$ cat src/rtl/instr_fetch_unit.sv
// Instruction fetch unit: keeps the fetch PC, issues one read at a time to
// instruction memory, buffers returned words in a small prefetch queue and
// presents the queue head to the decode stage. A taken branch/jump redirects
// fetch, flushes the queue and discards any read issued on the wrong path.
//
// Handshakes:
//   imem: imem_req/imem_addr are registered and held stable until the cycle
//         imem_ack is high; that cycle carries imem_rdata for the request.
//   decode: the head entry transfers on a rising edge where
//           instr_valid & instr_ready; instr_valid never depends on
//           instr_ready, and head outputs come straight from queue registers.
module instr_fetch_unit #(
  parameter logic [31:0] RESET_PC = 32'h0000_0000,
  parameter int          QDEPTH   = 2   // 2 or 4 (pointers wrap as powers of two)
) (
  input  logic        clk,
  input  logic        reset,
  output logic        imem_req,
  output logic [31:0] imem_addr,
  input  logic        imem_ack,
  input  logic [31:0] imem_rdata,
  output logic        instr_valid,
  output logic [31:0] instr,
  output logic [5:0]  op,
  output logic [31:0] instr_pc,
  output logic [31:0] pcplus4,
  input  logic        instr_ready,
  input  logic        redirect,
  input  logic [31:0] redirect_pc
);

  localparam int            PW = $clog2(QDEPTH);
  localparam int            CW = $clog2(QDEPTH + 1);
  localparam logic [CW-1:0] QD = CW'(QDEPTH);

  // IDLE: no read outstanding. REQ: read outstanding on the correct path.
  // DROP: read outstanding whose data belongs to a path already abandoned.
  typedef enum logic [1:0] {
    IDLE = 2'd0,
    REQ  = 2'd1,
    DROP = 2'd2
  } state_t;

  state_t        state, state_next;
  logic          req_next;
  logic [31:0]   addr_next;
  logic [31:0]   fpc, fpc_next;

  logic [31:0]   q_word [QDEPTH];
  logic [31:0]   q_pc   [QDEPTH];
  logic [PW-1:0] wr_ptr, rd_ptr;
  logic [CW-1:0] count, count_next;

  logic          push, pop, slot_free;
  logic [31:0]   redirect_addr;
  logic          unused_redirect_bits;

  // Targets are word aligned; the low two bits of redirect_pc carry no meaning.
  assign redirect_addr        = {redirect_pc[31:2], 2'b00};
  assign unused_redirect_bits = ^redirect_pc[1:0];

  // Only an ack for a correct-path read fills the queue, and a redirect in the
  // same cycle makes even that read stale.
  assign push = imem_ack & (state == REQ) & ~redirect;
  // A redirect flushes the queue, so a consume in that cycle has no effect.
  assign pop  = instr_valid & instr_ready & ~redirect;

  // Occupancy after this edge; also decides whether another read may be issued.
  always_comb begin
    count_next = count;
    if (redirect) begin
      count_next = '0;
    end else if (push && !pop) begin
      count_next = count + CW'(1);
    end else if (!push && pop) begin
      count_next = count - CW'(1);
    end
  end

  // A new read is only issued when its data is guaranteed a queue slot.
  assign slot_free = (count_next < QD);

  // Prefetch queue storage, pointers and occupancy.
  always_ff @(posedge clk) begin
    if (reset) begin
      count  <= '0;
      wr_ptr <= '0;
      rd_ptr <= '0;
      for (int i = 0; i < QDEPTH; i++) begin
        q_word[i] <= '0;
        q_pc[i]   <= '0;
      end
    end else begin
      count <= count_next;
      if (redirect) begin
        wr_ptr <= '0;
        rd_ptr <= '0;
      end else begin
        if (push) begin
          q_word[wr_ptr] <= imem_rdata;
          q_pc[wr_ptr]   <= imem_addr;
          wr_ptr         <= wr_ptr + PW'(1);
        end
        if (pop) begin
          rd_ptr <= rd_ptr + PW'(1);
        end
      end
    end
  end

  // Head of queue drives decode directly from registers.
  assign instr_valid = (count != '0);
  assign instr       = q_word[rd_ptr];
  assign op          = instr[31:26];
  assign instr_pc    = q_pc[rd_ptr];
  assign pcplus4     = instr_pc + 32'd4;

  // Fetch control: next state, request, address and fetch PC.
  always_comb begin
    state_next = state;
    req_next   = imem_req;
    addr_next  = imem_addr;
    fpc_next   = fpc;
    case (state)
      IDLE: begin
        if (redirect) begin
          // New target is latched now; the read goes out on the next cycle.
          fpc_next = redirect_addr;
          req_next = 1'b0;
        end else if (slot_free) begin
          req_next   = 1'b1;
          addr_next  = fpc;
          state_next = REQ;
        end else begin
          req_next = 1'b0;
        end
      end
      REQ: begin
        if (redirect) begin
          fpc_next = redirect_addr;
          if (imem_ack) begin
            // Read just completed on the old path: drop it, start the new one.
            addr_next = redirect_addr;
          end else begin
            // Read still in flight: must wait for its ack before reissuing.
            state_next = DROP;
          end
        end else if (imem_ack) begin
          fpc_next = fpc + 32'd4;
          if (slot_free) begin
            addr_next = fpc + 32'd4;
          end else begin
            req_next   = 1'b0;
            state_next = IDLE;
          end
        end
      end
      DROP: begin
        if (redirect) begin
          fpc_next = redirect_addr;
        end
        if (imem_ack) begin
          // Queue was flushed by the redirect, so a slot is always free here.
          addr_next  = fpc_next;
          state_next = REQ;
        end
      end
      default: begin
        state_next = IDLE;
        req_next   = 1'b0;
      end
    endcase
  end

  // Fetch control registers.
  always_ff @(posedge clk) begin
    if (reset) begin
      state     <= IDLE;
      imem_req  <= 1'b0;
      imem_addr <= '0;
      fpc       <= RESET_PC;
    end else begin
      state     <= state_next;
      imem_req  <= req_next;
      imem_addr <= addr_next;
      fpc       <= fpc_next;
    end
  end

endmodule

$ cat config.mk
export PLATFORM = sky130hd
export DESIGN_NAME = instr_fetch_unit
export DESIGN_NICKNAME = d
export VERILOG_FILES = /design/src/rtl/instr_fetch_unit.sv
export SDC_FILE = /design/constraint.sdc
export NUM_CORES = 1
export LEC_CHECK = 0
export BUFFER_PORTS_ARGS = -buffer_cell sky130_fd_sc_hd__buf_4
export CAP_MARGIN = 20
export CORE_MARGIN = 10
export CORE_UTILIZATION = 45
export CTS_CLUSTER_DIAMETER = 80
export DETAILED_ROUTE_END_ITERATION = 12
export GPL_ROUTABILITY_DRIVEN = 0
export PLACE_DENSITY = 0.78
export RECOVER_POWER = 50
export SYNTH_ARGS = -nofsm -noshare
export SYNTH_HDL_FRONTEND = slang
export SYNTH_SLANG_ARGS = --single-unit
$ cat constraint.sdc
create_clock -name clk -period 8.1 [get_ports clk]
set_input_delay 0.81 -clock clk [delete_from_list [all_inputs] [get_ports clk]]
set_output_delay 0.81 -clock clk [all_outputs]
set_load 0.02 [all_outputs]
==> out/qor_table.md <==
| Quantity | Reported | Unit |
|---|---|---|
| Status | complete, but fails checks | - |
| Failing checks | max-capacitance violations, max-slew violations | - |
| Total Neg Setup Slack | 0 | ps |
| Share of layout cells above drive strength 1 | 20.8 | % |
| Post-CTS Hold Fix Bufs | 0 | - |
| Avg Synthesized Cell Area | 10.1 | um^2 |
| Critical setup path kind | primary input to flip-flop | - |
| First DRT Iteration DRCs | 1325 | - |
| Share of synthesized cell area in and, or, nand and nor gates | 21.4 | % |
| Async SR Flop Fraction | 0 | % |
| Placed cells | 1572 | - |
| CP Launch Type | primary input | - |
| Data required time at the worst endpoint | 8470 | ps |
| Leakage component of the power | 4.99 | nW |
| Clk Latency, worst-skew pair | 450 | ps |
| Count of unresolved DRC violations after routing | 0 | - |
| Number of top-level pins | 205 | - |
| Max-capacitance violation count | 6 | - |
| Flop-to-flop setup slack | 3320 | ps |
| Biggest area consumer among synthesized cells | sky130_fd_sc_hd__edfxtp_1 | - |
| Post-synthesis instance area | 11300 | um^2 |
| Area of placed instances | 13000 | um^2 |
| Floorplan die width | 179 | um |
| Total number of clock tree sinks | 200 | - |
| Max Clk Rate | 165 | MHz |
| Buffer levels on the longest clock path | 2 | - |
| Setup repair bufs after CTS | 0 | - |
| Worst-path cell chain | clkbuf_1 > clkbuf_1 > nor2b_1 > clkbuf_1 > a21oi_1 > nand2_1 > o31a_1 > nor4_1 | - |
| Register bit count reported by yosys | 200 | - |
| Setup ws final | 2030 | ps |
| Synthesized netlist net count | 1202 | - |
| Max IR drop VDD | 131 | uV |
| Sequential fraction of the synthesis area | 46.7 | % |
| Main combinational cell family by area after synthesis | simple AND/OR/NAND/NOR gates | - |
| Worst-margin pin slew | 3660 | ps |
| Number of global-route vias before repair | 9403 | - |
| Largest net degree at the start of global routing | 66 | - |
| Core area | 24500 | um^2 |
| DR pass1 iterations | 6 | - |
| Die area | 31900 | um^2 |
| Fraction of the mapped netlist area in compound gates | 15.5 | % |
| Antenna violations before repair | 0 | - |
| First-pass GRT wire length | 54000 | um |
| Number of levels in the clock H-tree | 4 | - |
| Pwr dens | 202 | nW/um^2 |
| Post-synthesis mux area share | 7.79 | % |
| Number of inserted filler cells in the final layout | 2200 | - |
| Longest individual stage delay on the worst path | 1360 | ps |
| Adder-cell share of the synthesized area | 0.996 | % |
| Area added between synthesis and finish | 18.1 | % |
| Final instance area | 13400 | um^2 |
| Arr. time, crit path | 6430 | ps |
| Routed Antenna Nets | 0 | - |
| Crit share post-route | 74.9 | % |
| Total CTS buffers | 17 | - |
| Post-Place Setup Slack | 3850 | ps |
| Floorplan die height | 179 | um |
| Detailed-route via count | 9704 | - |
| CP Max Fanout | 37 | - |
| Power, Total | 2.70 | mW |
| Predominant post-synthesis flop cell | sky130_fd_sc_hd__edfxtp_1 | - |
| Worst-path cell with the longest stage delay | sky130_fd_sc_hd__a21oi_1 | - |
| Count of cell types in the netlist | 84 | - |
| Xor/xnor share of the synthesized area | 2.40 | % |
| Count of input and output buffers | 202 | - |
| Via density | 6.05 | - |
| Initial cell density of the core | 46.1 | % |
| Area share of the largest cell type after synthesis | 34.0 | % |
| Rel. slew slack | -144 | % |
| Clock input transition at the sequential cells of the worst setup and hold paths | 80 | ps |
| Synthesized netlist cell count | 1124 | - |
| Antenna diode count | 0 | - |
| Number of flops mapped to enable cells by yosys | 128 | - |
| Finished Layout Cells | 1604 | - |
| Nets@finish | 1345 | - |
| Grt ovf | 0 | - |
| Placed wire-length estimate after detailed placement | 24900 | um |
| Final hold violation count | 0 | - |
| Library cell used as clock root buffer | sky130_fd_sc_hd__clkbuf_16 | - |
| Type of the most critical hold path | flip-flop to flip-flop | - |
| WHS | 465 | ps |
| Routed wire length | 35600 | um |
| Post-CTS resize count | 0 | - |
| Overall Global Routing Usage | 21.6 | % |
| Crit end category | flip-flop | - |
| Largest clock skew in the final design | 17.0 | ps |
| Clock tree from TritonCTS | yes | - |
| Number of warnings issued by yosys | 0 | - |
| Routed WL per cell | 22.2 | um |
| Final standard cell utilization of the core | 54.4 | % |
| Critical Path Most Common Cell | sky130_fd_sc_hd__clkbuf_1 | - |
| RSZ-0062 raised after global routing | no | - |
| Placement row count | 57 | - |
| Post-layout minimum cycle time | 6070 | ps |
| Count of pins over their slew limit | 270 | - |
| Main area contributors after synthesis | sky130_fd_sc_hd__edfxtp_1, sky130_fd_sc_hd__dfxtp_1, sky130_fd_sc_hd__and2_1 | - |
| Final Setup Violations | 0 | - |
[critical path, delay by kind of cell]
family / cells / cell delay [ps]
buffers and inverters: 3 / 2850
AND/OR/NAND/NOR: 3 / 940
AO/OA/AOI/OAI: 2 / 1810
[synthesized netlist by cell type, types with 6 or more instances]
cell type and number:
sky130_fd_sc_hd__buf_4 11, sky130_fd_sc_hd__nor4_1 9, sky130_fd_sc_hd__buf_2 23, sky130_fd_sc_hd__xnor2_1 22, sky130_fd_sc_hd__a221oi_1 17, sky130_fd_sc_hd__o211ai_1 11, sky130_fd_sc_hd__o31ai_1 6, sky130_fd_sc_hd__clkbuf_1 53
sky130_fd_sc_hd__and4_1 6, sky130_fd_sc_hd__nand2_1 58, sky130_fd_sc_hd__nand4b_1 7, sky130_fd_sc_hd__a22o_1 7, sky130_fd_sc_hd__o32ai_1 6, sky130_fd_sc_hd__nor2_1 64, sky130_fd_sc_hd__o21ai_1 6, sky130_fd_sc_hd__and3_1 14
sky130_fd_sc_hd__dfxtp_1 72, sky130_fd_sc_hd__a211oi_1 8, sky130_fd_sc_hd__o22ai_1 13, sky130_fd_sc_hd__edfxtp_1 128, sky130_fd_sc_hd__and2_1 132, sky130_fd_sc_hd__mux2_2 55, sky130_fd_sc_hd__mux2i_1 25, sky130_fd_sc_hd__a31oi_1 15
sky130_fd_sc_hd__o221ai_1 9, sky130_fd_sc_hd__a22oi_1 9, sky130_fd_sc_hd__nand4_1 22, sky130_fd_sc_hd__nor3b_1 6, sky130_fd_sc_hd__nand3_1 29, sky130_fd_sc_hd__o21ai_0 31, sky130_fd_sc_hd__nor3_1 22, sky130_fd_sc_hd__ha_1 9
sky130_fd_sc_hd__o41ai_1 6, sky130_fd_sc_hd__xor2_1 9, sky130_fd_sc_hd__nand2b_1 7, sky130_fd_sc_hd__a21oi_1 45, sky130_fd_sc_hd__buf_1 7, sky130_fd_sc_hd__inv_1 36, sky130_fd_sc_hd__nor2b_1 12, sky130_fd_sc_hd__or3_1 9
[per-layer routing]
layer  track usage [%]  wire length [um]  up-vias
li1                  -                 -     4452
met1              27.3             13900     4537
met2              34.6             16300      612
met3              5.84              4320      103
met4              8.58              1160        0
met5                 0                 0        -
[worst paths after layout]
check | end | cells past startpoint | from
worst max-delay path | fpc[20] | 8 | redirect
worst min-delay path | imem_addr[0] | 2 | fpc[0]
worst max register to register | q_pc[0][9] | 7 | state[1]
worst min register to register | imem_addr[0] | 2 | fpc[0]
[state kept, by name, summed over array words and instances, names as in the netlist, named ones only]
register / flops
q_word: 64
fpc: 32
imem_req: 1
count: 2
wr_ptr: 1
q_pc: 64
state: 2
rd_ptr: 1
imem_addr: 32
[layout by cell type (no fill, tap or decap), drive strengths merged, types with 37 or more instances in the layout]
master / synthesis / layout
edfxtp: 128 / 128
buf: 42 / 168
o21ai: 37 / 37
a21oi: 47 / 47
nor2: 64 / 64
and2: 132 / 132
clkbuf: 55 / 70
nand2: 59 / 59
dfxtp: 72 / 72
inv: 37 / 42
mux2: 56 / 56
[cells by family (layout without fill, tap and decap cells)]
group / Yosys count / after routing
AO/OA/AOI/OAI: 246 / 246
XOR/XNOR: 31 / 31
adder cells (fa/ha/maj): 9 / 9
buffers and inverters: 135 / 291
flip-flops: 200 / 200
multiplexers: 81 / 81
AND/OR/NAND/NOR: 422 / 422
[power by group]
| group | internal (mW) | switching, mW |
|---|---|---|
| Sequential | 1.16 | 0.0764 |
| Combinational | 0.201 | 0.416 |
| Clock | 0.417 | 0.431 |
[area by class of cell]
type	instances	area, um^2	share of cell area [%]
Tap cell	324	405	3.04
Inverter	38	143	1.07
Clock inverter	15	174	1.30
Sequential cell	200	5290	39.6
Timing Repair Buffer	221	1460	10.9
Clock buffer	17	425	3.19
Multi-Input combinational cell	789	5460	40.9
Power figures use the tool's default switching activity.
